==> src/rtl/display_pkg.sv <==
// Shared definitions for the debug display sequencer: select codes, FSM states,
// default select width.
package display_pkg;

    localparam int SEL_W_DEF = 11;

    // Datapath register codes presented on the debug display mux.
    typedef enum int unsigned {
        SEL_PC = 10,
        SEL_IR = 11,
        SEL_RA = 12,
        SEL_RB = 13,
        SEL_RZ = 14,
        SEL_RM = 15,
        SEL_RY = 16
    } sel_code_t;

    typedef enum logic {
        ST_BLANK = 1'b0,
        ST_SHOW  = 1'b1
    } scan_state_t;

endpackage

==> src/rtl/btn_edge_sync.sv <==
// Three-flop synchroniser for an asynchronous board key plus a rising-edge
// detector on the synchronised level.
module btn_edge_sync (
    input  logic clock,
    input  logic reset,
    input  logic btn,
    output logic rise
);

    logic s1, s2, s3;

    always_ff @(posedge clock) begin
        if (reset) begin
            s1 <= 1'b0;
            s2 <= 1'b0;
            s3 <= 1'b0;
        end else begin
            s1 <= btn;
            s2 <= s1;
            s3 <= s2;
        end
    end

    // s1 may be metastable; only s2/s3 feed logic.
    assign rise = s2 & ~s3;

endmodule

==> src/rtl/display_scan_ctrl.sv <==
// Debug display sequencer: steps the mux select through the register ring by
// dwell timer, step key or direct jump, blanking the display after each change.
module display_scan_ctrl
    import display_pkg::*;
#(
    parameter int SEL_W        = SEL_W_DEF,
    parameter int SEL_FIRST    = int'(SEL_PC),
    parameter int SEL_LAST     = int'(SEL_RY),
    parameter int DWELL_CYCLES = 50000000,
    parameter int BLANK_CYCLES = 4
) (
    input  logic             clock,
    input  logic             reset,
    input  logic             mode_auto,
    input  logic             hold,
    input  logic             step_btn,
    input  logic             jump_valid,
    input  logic [SEL_W-1:0] jump_sel,
    output logic [SEL_W-1:0] select,
    output logic             disp_enable_n,
    output logic             wrap_pulse,
    output logic             jump_err
);

    localparam int DW = $clog2(DWELL_CYCLES);
    localparam int BW = (BLANK_CYCLES > 1) ? $clog2(BLANK_CYCLES) : 1;

    localparam logic [SEL_W-1:0] FIRST      = SEL_W'(SEL_FIRST);
    localparam logic [SEL_W-1:0] LAST       = SEL_W'(SEL_LAST);
    localparam logic [DW-1:0]    DWELL_LAST = DW'(DWELL_CYCLES - 1);
    localparam logic [BW-1:0]    BLANK_LAST = BW'(BLANK_CYCLES - 1);

    scan_state_t      state_q, state_d;
    logic [SEL_W-1:0] sel_d;
    logic [BW-1:0]    blank_q, blank_d;
    logic [DW-1:0]    dwell_q, dwell_d;
    logic             pend_q, pend_d;
    logic             wrap_d, jerr_d;
    logic             step_rise;
    logic             jump_ok, advance;

    btn_edge_sync u_step_sync (
        .clock (clock),
        .reset (reset),
        .btn   (step_btn),
        .rise  (step_rise)
    );

    assign jump_ok = jump_valid && (jump_sel >= FIRST) && (jump_sel <= LAST);

    // Hold gates every advance source, including an already queued step.
    assign advance = (state_q == ST_SHOW) && !hold &&
                     (step_rise || pend_q || (mode_auto && dwell_q == DWELL_LAST));

    always_comb begin
        state_d = state_q;
        sel_d   = select;
        blank_d = blank_q;
        dwell_d = dwell_q;
        pend_d  = pend_q;
        wrap_d  = 1'b0;
        jerr_d  = jump_valid && !jump_ok;

        if (jump_ok) begin
            sel_d   = jump_sel;
            state_d = ST_BLANK;
            blank_d = '0;
            dwell_d = '0;
            pend_d  = 1'b0;
        end else begin
            case (state_q)
                ST_BLANK: begin
                    dwell_d = '0;
                    if (step_rise && !hold)
                        pend_d = 1'b1;
                    if (blank_q == BLANK_LAST) begin
                        state_d = ST_SHOW;
                        blank_d = '0;
                    end else begin
                        blank_d = blank_q + BW'(1);
                    end
                end
                ST_SHOW: begin
                    if (advance) begin
                        wrap_d  = (select == LAST);
                        sel_d   = (select == LAST) ? FIRST : select + SEL_W'(1);
                        state_d = ST_BLANK;
                        blank_d = '0;
                        dwell_d = '0;
                        pend_d  = 1'b0;
                    end else if (mode_auto && !hold) begin
                        dwell_d = dwell_q + DW'(1);
                    end
                end
                default: state_d = ST_BLANK;
            endcase
        end
    end

    always_ff @(posedge clock) begin
        if (reset) begin
            state_q       <= ST_BLANK;
            select        <= FIRST;
            blank_q       <= '0;
            dwell_q       <= '0;
            pend_q        <= 1'b0;
            disp_enable_n <= 1'b1;
            wrap_pulse    <= 1'b0;
            jump_err      <= 1'b0;
        end else begin
            state_q       <= state_d;
            select        <= sel_d;
            blank_q       <= blank_d;
            dwell_q       <= dwell_d;
            pend_q        <= pend_d;
            disp_enable_n <= (state_d == ST_BLANK);
            wrap_pulse    <= wrap_d;
            jump_err      <= jerr_d;
        end
    end

endmodule

==> config.mk <==
export PLATFORM = sky130hd
export DESIGN_NAME = display_scan_ctrl
export DESIGN_NICKNAME = d
export VERILOG_FILES = /design/src/rtl/display_pkg.sv /design/src/rtl/btn_edge_sync.sv /design/src/rtl/display_scan_ctrl.sv
export SDC_FILE = /design/constraint.sdc
export NUM_CORES = 1
export LEC_CHECK = 0
export CAP_MARGIN = 10
export CORE_AREA = 2 2 73 75
export DETAILED_ROUTE_END_ITERATION = 8
export DIE_AREA = 0 0 75 77
export PLACE_DENSITY = 0.77
export SYNTH_ARGS = -nofsm -noshare
export SYNTH_HDL_FRONTEND = slang
export SYNTH_SLANG_ARGS = --single-unit
==> constraint.sdc <==
create_clock -name clock -period 2.1 [get_ports clock]
set_clock_uncertainty 0.15 [all_clocks]
set_input_delay 0.42 -clock clock [delete_from_list [all_inputs] [get_ports clock]]
set_output_delay 0.42 -clock clock [all_outputs]
set_load 0.005 [all_outputs]
==> Word-level counts from Yosys, hierarchy flattened <==
Cells that the tools add are included.
{ "word_totals": {"reg_bits": 47, "in_bits": 17, "word_cells": 62} }
{ "op_classes": {"n_addsub": 3, "n_lt_le_gt_ge": 2, "n_eq_ne": 6, "muxes": 17, "bitwise": 5, "reduce_logical": 18} }
{ "op_table": {"columns": ["op", "n"], "rows": [
  ["$mux W26", 2],
  ["$pmux W26 S2", 1],
  ["$mux W11", 4],
  ["$add A26 B1 Y26 const B", 1],
  ["$eq A26 B26 Y1 const B", 1],
  ["$add A11 B1 Y11 const B", 1],
  ["$eq A11 B5 Y1 const B", 1],
  ["$ge A11 B4 Y1 const B", 1],
  ["$le A11 B5 Y1 const B", 1],
  ["$logic_and A1 B1 Y1", 8],
  ["$mux W1", 5],
  ["$mux W2", 2],
  ["$not A1 Y1", 4],
  ["$pmux W1 S2", 2],
  ["$pmux W2 S2", 1],
  ["$reduce_and A2 Y1", 2],
  ["$reduce_bool A2 Y1", 2],
  ["$reduce_or A4 Y1", 1],
  ["$ne A3 B1 Y1 const B", 1],
  ["$add A2 B1 Y2 const B", 1],
  ["$eq A2 B2 Y1 const B", 1],
  ["$logic_not A1 Y1", 2],
  ["$logic_or A1 B1 Y1", 2],
  ["$ne A2 B1 Y1 const B", 1],
  ["other kinds (3)", 3]
]} }

==> Depth between registers and ports, before layout <==
Gate-level depths: netlist of the first run.
{ "depth": {"depth_word": 9, "depth_mapped": 7, "depth_no_buf": 6} }

==> Cells and area by module <==
A second synthesis of the first run with hierarchy kept.
{ "unflattened": {"cells_unflattened": 279, "area_unflattened_um2": 2364.8} }
{ "by_module_without_submodules": {"columns": ["mod", "n_inst", "cells_per_inst", "area_per_inst_um2", "seq_area_each_um2"], "rows": [
  ["display_scan_ctrl", 1, 272, 2277.2, 880.8],
  ["btn_edge_sync", 1, 7, 87.6, 60.1]
]} }

==> Least setup slack after synthesis of the first run <==
OpenSTA, ideal clock, no wires.
{ "synth_path": {"path_kind": "input to register", "from": "in jump_sel[7]", "to": "reg select[3]", "arrival_ns": 1.898, "required_ns": 1.828, "path_slack_ns": -0.069, "path_stages": 6, "path_buffers": 1, "cell_sequence": "or4b_1 > nor4_2 > and2_1 > clkbuf_1 > a31oi_1 > a221o_1"} }
{ "synth_between": {"elab_chain_cells": 5} }
{ "synth_lines": {"columns": ["item", "line", "rtl"], "rows": [
  ["start, declared", "display_scan_ctrl.sv:18", "input logic [SEL_W-1:0] jump_sel,"],
  ["$ge A11 B4 Y1", "display_scan_ctrl.sv:49", "assign jump_ok = jump_valid && (jump_sel >= FIRST) && (jump_sel <= LAST);"],
  ["$logic_and A1 B1 Y1", "display_scan_ctrl.sv:49", null],
  ["$logic_and A1 B1 Y1 *", "display_scan_ctrl.sv:49", null],
  ["$reduce_bool A2 Y1 (no source line)", null, null],
  ["$reduce_and A2 Y1 (no source line)", null, null],
  ["end signal, assigned", "display_scan_ctrl.sv:112", "select <= sel_d;"],
  ["end, declared", "display_scan_ctrl.sv:19", "output logic [SEL_W-1:0] select,"]
]} }
Every way passes the cells marked *; elsewhere a longest branch is shown, timed or not.
A chain may end at the register's enable or synchronous reset.

==> Worst setup path after layout of the first run <==
{ "layout_path": {"from": "reg dwell_q[9]", "to": "reg dwell_q[10]"} }
{ "layout_between": {"elab_chain_cells": 6} }
{ "layout_lines": {"columns": ["item", "line", "rtl"], "rows": [
  ["start, declared", "display_scan_ctrl.sv:36", "logic [DW-1:0] dwell_q, dwell_d;"],
  ["start signal, assigned", "display_scan_ctrl.sv:114", "dwell_q <= dwell_d;"],
  ["branches (longest 6 deep; another with $add A26 B1 Y26)", null, null]
]} }
Parallel ways; which one is timed is not known. The select of a mux whose other input is x is not followed.

==> impl_metrics.tcl, run 1 <==
set metrics [dict create \
    status "finished, violations left" \
    violations "negative setup slack" \
    wl_met2_um 3140 \
    nFillCells 401 \
    min_period_ns 2.15 \
    firstDrtPassIters 4 \
    wire_per_inst_um 14.9 \
    synth_top_cell_area_share_pct 39.5 \
    gp_congestion 0.859 \
    drive_gt1_share_pct 26.4 \
    worstSkewPairLatency_ns 0.29 \
    dp_slack_ns -0.448 \
    end_kind "register" \
    top_layer_used "met4" \
    cp.arrival_ns 2.17 \
    pwr_density_cell_nw_per_um2 488 \
    fp-row-count 26 \
    synth_area_leaders "dfxtp_1, nor2_1, a21oi_1, nand3_1, xor2_1" \
    vias_per_cell 5.50 \
    synth_edf_count 0 \
    vdd_drop_max_mv 0.296 \
    max_cap_violations 0 \
    cts_sinks 47 \
    die_x_um 75 \
    fin_util_pct 66.7 \
    tightest_slew_ns 0.344 \
    synth_area_leader_cell "dfxtp_1" \
    synth_area_um2 2380 \
    dp_cells 402 \
    max_slew_margin_pct 76.9 \
    grt_max_degree 15 \
    grt_pass1_wl_um 9740 \
    ios 31 \
    cts_tree "built" \
    drt_iter0_markers 87 \
    antenna_found_initial 0 \
    overflow 0 \
    path_clk_slew_ns 0.08 \
    core_um2 4980 \
    finalNetCount 367 \
    setup_violations 20 \
    grt_pass1_vias 2231 \
    num_antenna_cells 0 \
    syn_avg_cell_area_um2 8.87 \
    drc 0 \
    fp.dieArea_um2 5780 \
    fmax_mhz 464 \
    worst_slack_ns -0.0546 \
    final_max_slew_viol_count 0 \
    htree_levels 2 \
    cts-root-buf "clkbuf_8" \
    cp-start-kind "register" \
    yosys_most_used_dff "dfxtp_1" \
    ant_nets 0 \
    totalWireLength_um 6190 \
    yosys_warnings 0 \
    ys_types 56 \
    report.final.hold_viol_count 0 \
    route.met3.wl_um 228 \
    die_y_um 77 \
    worstSetupPathType "register to register" \
    syn_nets 290 \
    postSynthCellCount 269 \
    initial_utilization_pct 47.9 \
    io_buffers 30 \
    ys_ff_latch 47 \
    reg2reg_depth 8 \
    p_leak_nw 1.27 \
    holdCritPathClass "input pin to register" \
    synth-seq-area-share_pct 39.5 \
    syn2layout_area_growth_pct 39.1 \
    grt_setup_unrepaired "true" \
    cts_buffers 5 \
    wirelength_met1_um 2700 \
    required_ns 2.12 \
    timing.final.crit_share_pct 103 \
    dpl.hpwl_um 4320 \
    grt.total_usage_pct 21.3 \
    ctsLongestPathBuffers 2 \
    worstPathMaxFanout 7 \
    fin_cells 415 \
    power_mw 1.62 \
    postSynth.asyncResetShare_pct 0 \
    vias 2283 \
    min_path_cells 2 \
    yosysMostFrequentCell "dfxtp_1" \
    synth.top_cells.by_count "dfxtp_1, nor2_1, nand2_1, a21oi_1, nand3_1" \
]
-- sequential cells by signal, indices dropped and copies added (netlist names) --
name and flops:
dwell_q 26, state_q 1, jump_err 1, wrap_pulse 1
select 11, u_step_sync.s3 1, pend_q 1, u_step_sync.s2 1
disp_enable_n 1, blank_q 2, u_step_sync.s1 1
-- layout make-up --
cell class	count	area [um2]	area share [%]
well taps	70	87.6	2.64
multi-input cells	203	1450	43.6
flip-flops and latches	47	943	28.4
repair buffers	80	736	22.2
clock buffers	6	72.6	2.19
inverters	9	33.8	1.02
-- logic make-up (layout without fill, tap and decap cells) --
family                     count (synthesis)  after routing  share of synthesized area (%)
AOI/OAI and AO/OA                         53             53                           15.0
and+or+nand+nor                          130            130                           32.9
buffers and inverters                     19             95                           4.67
DFF                                       47             47                           39.5
adders and majority gates                  4              4                           2.10
xor gates and xnor gates                  16             16                           5.88
-- worst paths after layout --
kind / end / slack (ns) / from
setup / recovery: dwell_q[10]$_SDFFE_PP0P_ / -0.05 / dwell_q[9]$_SDFFE_PP0P_
hold / removal: jump_err$_SDFF_PP0_ / 0.20 / jump_valid
setup reg to reg: dwell_q[10]$_SDFFE_PP0P_ / -0.05 / dwell_q[9]$_SDFFE_PP0P_
hold reg to reg: u_step_sync.s2$_SDFF_PP0_ / 0.29 / u_step_sync.s1$_SDFF_PP0_
-- power breakdown --
group / total, mW / internal (mW) / switching (mW)
combinational: 0.190 / 0.101 / 0.0884
sequential: 0.928 / 0.913 / 0.0146
clock: 0.501 / 0.222 / 0.279
-- through the flow --
stage	area (um2)	hold WS, ns	setup TNS, ns
3_3_place_gp	3030	0.266	-13.38
4_1_cts	3150	0.301	-3.16
5_1_grt	3320	0.221	-2.93
2_1_floorplan	2400	0.264	0
6_report	3320	0.205	-0.581
3_5_place_dp	3030	0.282	-14.53
-- worst max-delay path, cell delays in order, from the launching register on --
cell and delay [ns]:
dfxtp_2 0.33, or4b_4 0.55, nor4_4 0.14, buf_4 0.18, a21boi_2 0.07, o211ai_2 0.26, buf_6 0.18, buf_8 0.13
a311oi_2 0.04
-- placed cells by master (no fill, tap or decap), drive strengths merged, types with 4 or more instances in the layout --
master         instances
buf                   49
dfxtp                 47
nor2                  30
clkdlybuf4s50         24
nand2                 18
a21oi                 18
nand3                 16
inv                    9
xor2                   9
nor4                   9
nor3                   8
and3                   8
xnor2                  7
o21ai                  7
clkbuf                 7
dlymetal6s2s           6
nand4                  6
or3                    5
a311oi                 5
a31oi                  4
nor2b                  4
ha                     4
or4                    4
-- repair_timing --
item | CTS | global route
setup buffers | 3 | 2
setup endpoints to repair | 34 | 40
resized for setup | 9 | 28
pin swaps | 18 | 13
hold buffers | 0 | 0
gates cloned | 0 | 2
-- per-layer routing --
layer  track usage (%)  vias to the layer above
li1                  -                     1136
met1              25.2                     1083
met4              9.29                        0
met2              36.1                       52
met5                 0                        -
met3              4.47                       12
No activity file was read; power rests on OpenSTA's default activity.
==> run 2: changes to the inputs <==
--- a/config.mk
+++ b/config.mk
@@ -9,7 +9,7 @@
 export CORE_AREA = 2 2 73 75
 export DETAILED_ROUTE_END_ITERATION = 8
 export DIE_AREA = 0 0 75 77
-export PLACE_DENSITY = 0.77
+export PLACE_DENSITY = 0.72
 export SYNTH_ARGS = -nofsm -noshare
 export SYNTH_HDL_FRONTEND = slang
 export SYNTH_SLANG_ARGS = --single-unit
==> impl_metrics.tcl, run 2 (same netlist as run 1, synthesis figures left out) <==
set metrics [dict create \
    vdd_drop_max_mv 0.325 \
    swShare_pct 23.0 \
    nFillCells 387 \
    regToRegSetupSlack_ns -0.04 \
    core_um2 4980 \
    timing.final.crit_share_pct 102 \
    overflow 0 \
    largest_reg_flops 26 \
    setup_violations 15 \
    fmax_mhz 468 \
    die_x_um 75 \
    die_y_um 77 \
    end_kind "register" \
    power_frac_seq_pct 50.5 \
    cp-start-kind "input pin" \
    p_clk_share_pct 37.5 \
    antenna_found_initial 0 \
    grt_max_degree 15 \
    top_regs "dwell_q (26), select (11), blank_q (2)" \
    fin_util_pct 69.7 \
    seq_area_um2 947 \
    cp.arrival_ns 2.20 \
    grt_setup_unrepaired "true" \
    finalNetCount 375 \
    max_slew_margin_pct 73.0 \
    violations "negative setup slack" \
    min_to "u_step_sync.s2$_SDFF_PP0_" \
    worstSkewPairLatency_ns 0.30 \
    ctsHoldBuffers 0 \
    r2r-end "dwell_q[15]$_SDFFE_PP0P_" \
    ctsLongestPathBuffers 2 \
    intPower_mw 1.42 \
    vias_per_cell 5.44 \
    hp-start "u_step_sync.s1$_SDFF_PP0_" \
    final.setup.tns_ns -0.265 \
    dp_cells 406 \
    wire_per_inst_um 14.8 \
    ios 31 \
    top_register "dwell_q" \
    status "finished, violations left" \
    multi_input_area_um2 1470 \
    cts_buffers 5 \
    max_cap_violations 0 \
    report.final.hold_viol_count 0 \
    dpl.hpwl_um 4300 \
    tightest_slew_ns 0.395 \
    grt.total_usage_pct 22.9 \
    worstPathMaxFanout 6 \
    final_cell_mix "buf_4, dfxtp_1, nor2_1, clkdlybuf4s50_1, nand2_1" \
    power_switching_mw 0.425 \
    fp-row-count 26 \
    fp.dieArea_um2 5780 \
    final_max_slew_viol_count 0 \
    drive_gt1_share_pct 30.7 \
    worstSetupPathType "input pin to register" \
    startpoint "jump_sel[1]" \
    vias 2312 \
    grt_pass1_wl_um 10400 \
    firstDrtPassIters 4 \
    design_area_um2 3470 \
    required_ns 2.17 \
    final_common_cell "buf_4" \
    htree_levels 2 \
    totalWireLength_um 6280 \
    pwr-share-comb_pct 12.0 \
    pwr_density_cell_nw_per_um2 531 \
    ant_nets 0 \
    io_buffers 30 \
    dp_slack_ns -0.485 \
    place_area_um2 3080 \
    min_period_ns 2.14 \
    num_antenna_cells 0 \
    initial_utilization_pct 47.9 \
    fin_cells 425 \
    p_leak_nw 1.33 \
    drc 0 \
    reg2reg_depth 9 \
    holdCritPathClass "register to register" \
    worst_slack_ns -0.0374 \
    path_clk_slew_ns 0.09 \
    syn2layout_area_growth_pct 45.5 \
    drt_iter0_markers 152 \
    grt_pass1_vias 2240 \
    cts_sinks 47 \
    whs_ns 0.301 \
    cts-root-buf "clkbuf_8" \
    cts_tree "built" \
    gp_congestion 0.820 \
    power_mw 1.84 \
    min_path_cells 1 \
    reg2reg_from "dwell_q[24]$_SDFFE_PP0P_" \
]
[run 2: cell types whose count changed in the layout (fill, tap and decap cells not counted), moves of 3 or more]
cell and change:
buf_4 +7, nor2_1 -5, nor2_2 +5, buf_12 +3, dfxtp_1 -3, dfxtp_2 +3
[run 2: final cells by class]
| type | instances | share of cell area (%) |
|---|---|---|
| tap | 70 | 2.52 |
| clock inverter | 2 | 1.01 |
| inverter | 9 | 0.973 |
| multi-input combinational | 203 | 42.2 |
| clock buffer | 6 | 2.38 |
| sequential | 47 | 27.3 |
| timing repair buffer | 88 | 23.6 |
[run 2: routing by layer]
layer / wire length [um] / track usage [%] / part of all wire (%) / vias up
met5: 0 / 0 / 0 / -
met2: 3090 / 37.3 / 49 / 51
met3: 224 / 3.81 / 3.6 / 14
li1: - / - / - / 1160
met1: 2800 / 29.9 / 45 / 1087
met4: 165 / 8.57 / 2.6 / 0
[run 2: power by group through the flow]
stage,registers [mW],clock network (mW),logic (mW)
5_1_grt,0.935,0.750,0.235
3_5_place_dp,0.950,0,0.177
4_1_cts,0.930,0.707,0.217
2_1_floorplan,0.944,0,0.0903
6_report,0.932,0.690,0.221
3_3_place_gp,0.949,0,0.171
[run 2: worst max-delay path by stage]
stage                                           to  slack, ns
after CTS                   select[0]$_SDFFE_PP0P_      -0.16
final                     dwell_q[15]$_SDFFE_PP0P_      -0.04
after global routing        select[4]$_SDFFE_PP0P_      -0.11
after global placement      select[9]$_SDFFE_PP0P_      -0.45
after detailed placement    select[7]$_SDFFE_PP0P_      -0.48
after floorplan             select[9]$_SDFFE_PP0P_      0.005
[run 2: repair_timing]
action / CTS / global route
pin swaps: 16 / 16
gates resized for setup: 25 / 21
buffers inserted: 9 / 3
endpoints found under the setup margin: 37 / 39
gates cloned: 1 / 0
[run 2: critical path, cell delays in order]
cell and delay [ns]:
clkdlybuf4s50_1 0.53, nor4_1 0.07, o2bb2ai_1 0.19, a21oi_2 0.24, o211ai_2 0.15, buf_6 0.17
buf_12 0.12, buf_12 0.12, a311oi_1 0.19
==> run 3: changes to the inputs <==
--- a/config.mk
+++ b/config.mk
@@ -7,6 +7,7 @@
 export LEC_CHECK = 0
 export CAP_MARGIN = 10
 export CORE_AREA = 2 2 73 75
+export CTS_BUF_LIST = sky130_fd_sc_hd__clkbuf_16
 export DETAILED_ROUTE_END_ITERATION = 8
 export DIE_AREA = 0 0 75 77
 export PLACE_DENSITY = 0.72
==> impl_metrics.tcl, run 3 (same netlist as run 1, synthesis figures left out) <==
set metrics [dict create \
    status "finished, violations left" \
    violations "negative setup slack" \
    vdd_drop_max_mv 0.321 \
    min_period_ns 2.13 \
    grt_pass1_wl_um 10100 \
    holdCritPathClass "register to register" \
    fmax_mhz 469 \
    ios 31 \
    p_leak_nw 1.29 \
    grt_setup_unrepaired "true" \
    gp_congestion 0.820 \
    io_buffers 30 \
    fp.dieArea_um2 5780 \
    top_register "dwell_q" \
    top_regs "dwell_q (26), select (11), blank_q (2)" \
    final_common_cell "buf_4" \
    cts_sinks 47 \
    worstPathMaxFanout 8 \
    end_kind "register" \
    max_slew_margin_pct 68.4 \
    core_um2 4980 \
    die_x_um 75 \
    fin_util_pct 68.8 \
    finalNetCount 371 \
    vias 2311 \
    antenna_found_initial 0 \
    grt_pass1_vias 2241 \
    required_ns 2.17 \
    drt_iter0_markers 132 \
    num_antenna_cells 0 \
    cp-start-kind "register" \
    overflow 0 \
    syn2layout_area_growth_pct 43.6 \
    cts-root-buf "clkbuf_16" \
    ctsHoldBuffers 0 \
    firstDrtPassIters 4 \
    worstSetupPathType "register to register" \
    wire_per_inst_um 14.8 \
    worst_slack_ns -0.0321 \
    largest_reg_flops 26 \
    worstSkewPairLatency_ns 0.28 \
    htree_levels 2 \
    fp-row-count 26 \
    setup_violations 4 \
    totalWireLength_um 6230 \
    grt.total_usage_pct 22.2 \
    die_y_um 77 \
    power_mw 2.00 \
    path_clk_slew_ns 0.06 \
    cts_buffers 5 \
    report.final.hold_viol_count 0 \
    grt_max_degree 15 \
    cts_tree "built" \
    timing.final.crit_share_pct 102 \
    regToRegSetupSlack_ns -0.03 \
    final_max_slew_viol_count 0 \
    vias_per_cell 5.49 \
    drc 0 \
    ant_nets 0 \
    cp.arrival_ns 2.20 \
    max_cap_violations 0 \
    drive_gt1_share_pct 27.6 \
    ctsLongestPathBuffers 2 \
    dpl.hpwl_um 4300 \
    pwr_density_cell_nw_per_um2 585 \
    tightest_slew_ns 0.461 \
    final_cell_mix "buf_4, dfxtp_1, nor2_1, clkdlybuf4s50_1, nand2_1" \
    initial_utilization_pct 47.9 \
]
## run 3: cell types whose count changed in the layout (fill, tap and decap cells not counted), moves of 2 or more
cell,before,now
dfxtp_2,5,2
dlymetal6s2s_1,4,2
buf_12,3,1
clkbuf_8,6,0
nor2_1,25,30
nor2_2,5,0
clkbuf_16,0,6
dfxtp_1,42,45
## run 3: path summary, 6_finish.rpt
kind                                   from                        end  depth (start not counted)
hold reg to reg   u_step_sync.s1$_SDFF_PP0_  u_step_sync.s2$_SDFF_PP0_                          1
setup reg to reg   dwell_q[10]$_SDFFE_PP0P_     select[9]$_SDFFE_PP0P_                          5
hold / removal    u_step_sync.s1$_SDFF_PP0_  u_step_sync.s2$_SDFF_PP0_                          1
setup / recovery   dwell_q[10]$_SDFFE_PP0P_     select[9]$_SDFFE_PP0P_                          5
## run 3: area by class of cell
type	count	area (um2)
flip-flops and latches	47	943
clock inverters	3	38.8
clock buffers	5	125
repair buffers	84	752
inverters	9	33.8
fillers	384	1550
multi-input cells	203	1440
well taps	70	87.6
## run 3: per-layer routing
| metal | track usage [%] | part of all wire [%] |
|---|---|---|
| met1 | 28.0 | 45 |
| met2 | 36.1 | 50 |
| met3 | 4.73 | 3.1 |
| met4 | 8.57 | 1.8 |
| met5 | 0 | 0 |
## run 3: power by group
part	switching (mW)	internal, mW
combinational	0.0912	0.101
sequential	0.0176	0.915
clock	0.323	0.555
## run 3: metrics by stage
stage	worst slack (ns)	hold WS, ns	instance area, um2	std cells	TNS, ns
floorplan	0.00451	0.264	2400	269	0
finish	-0.0321	0.295	3420	421	-0.0904
global route	-0.0975	0.322	3420	421	-1.18
CTS	-0.141	0.298	3320	419	-1.51
global placement	-0.447	0.273	3080	406	-14.51
detailed placement	-0.485	0.283	3080	406	-15.61
## run 3: repair_timing
item | in CTS | in global routing
buffers inserted | 6 | 1
endpoints found under the setup margin | 38 | 39
gates cloned | 0 | 1
pin swaps | 15 | 11
resized for setup | 17 | 18
endpoints found under the hold margin | 0 | 0
## run 3: worst max-delay path, cell delays in order (launching register included)
cell and delay [ns]:
dfxtp_1 0.32, or4b_4 0.57, nor4_4 0.24, a21oi_4 0.14
or4_4 0.53, a21oi_2 0.12
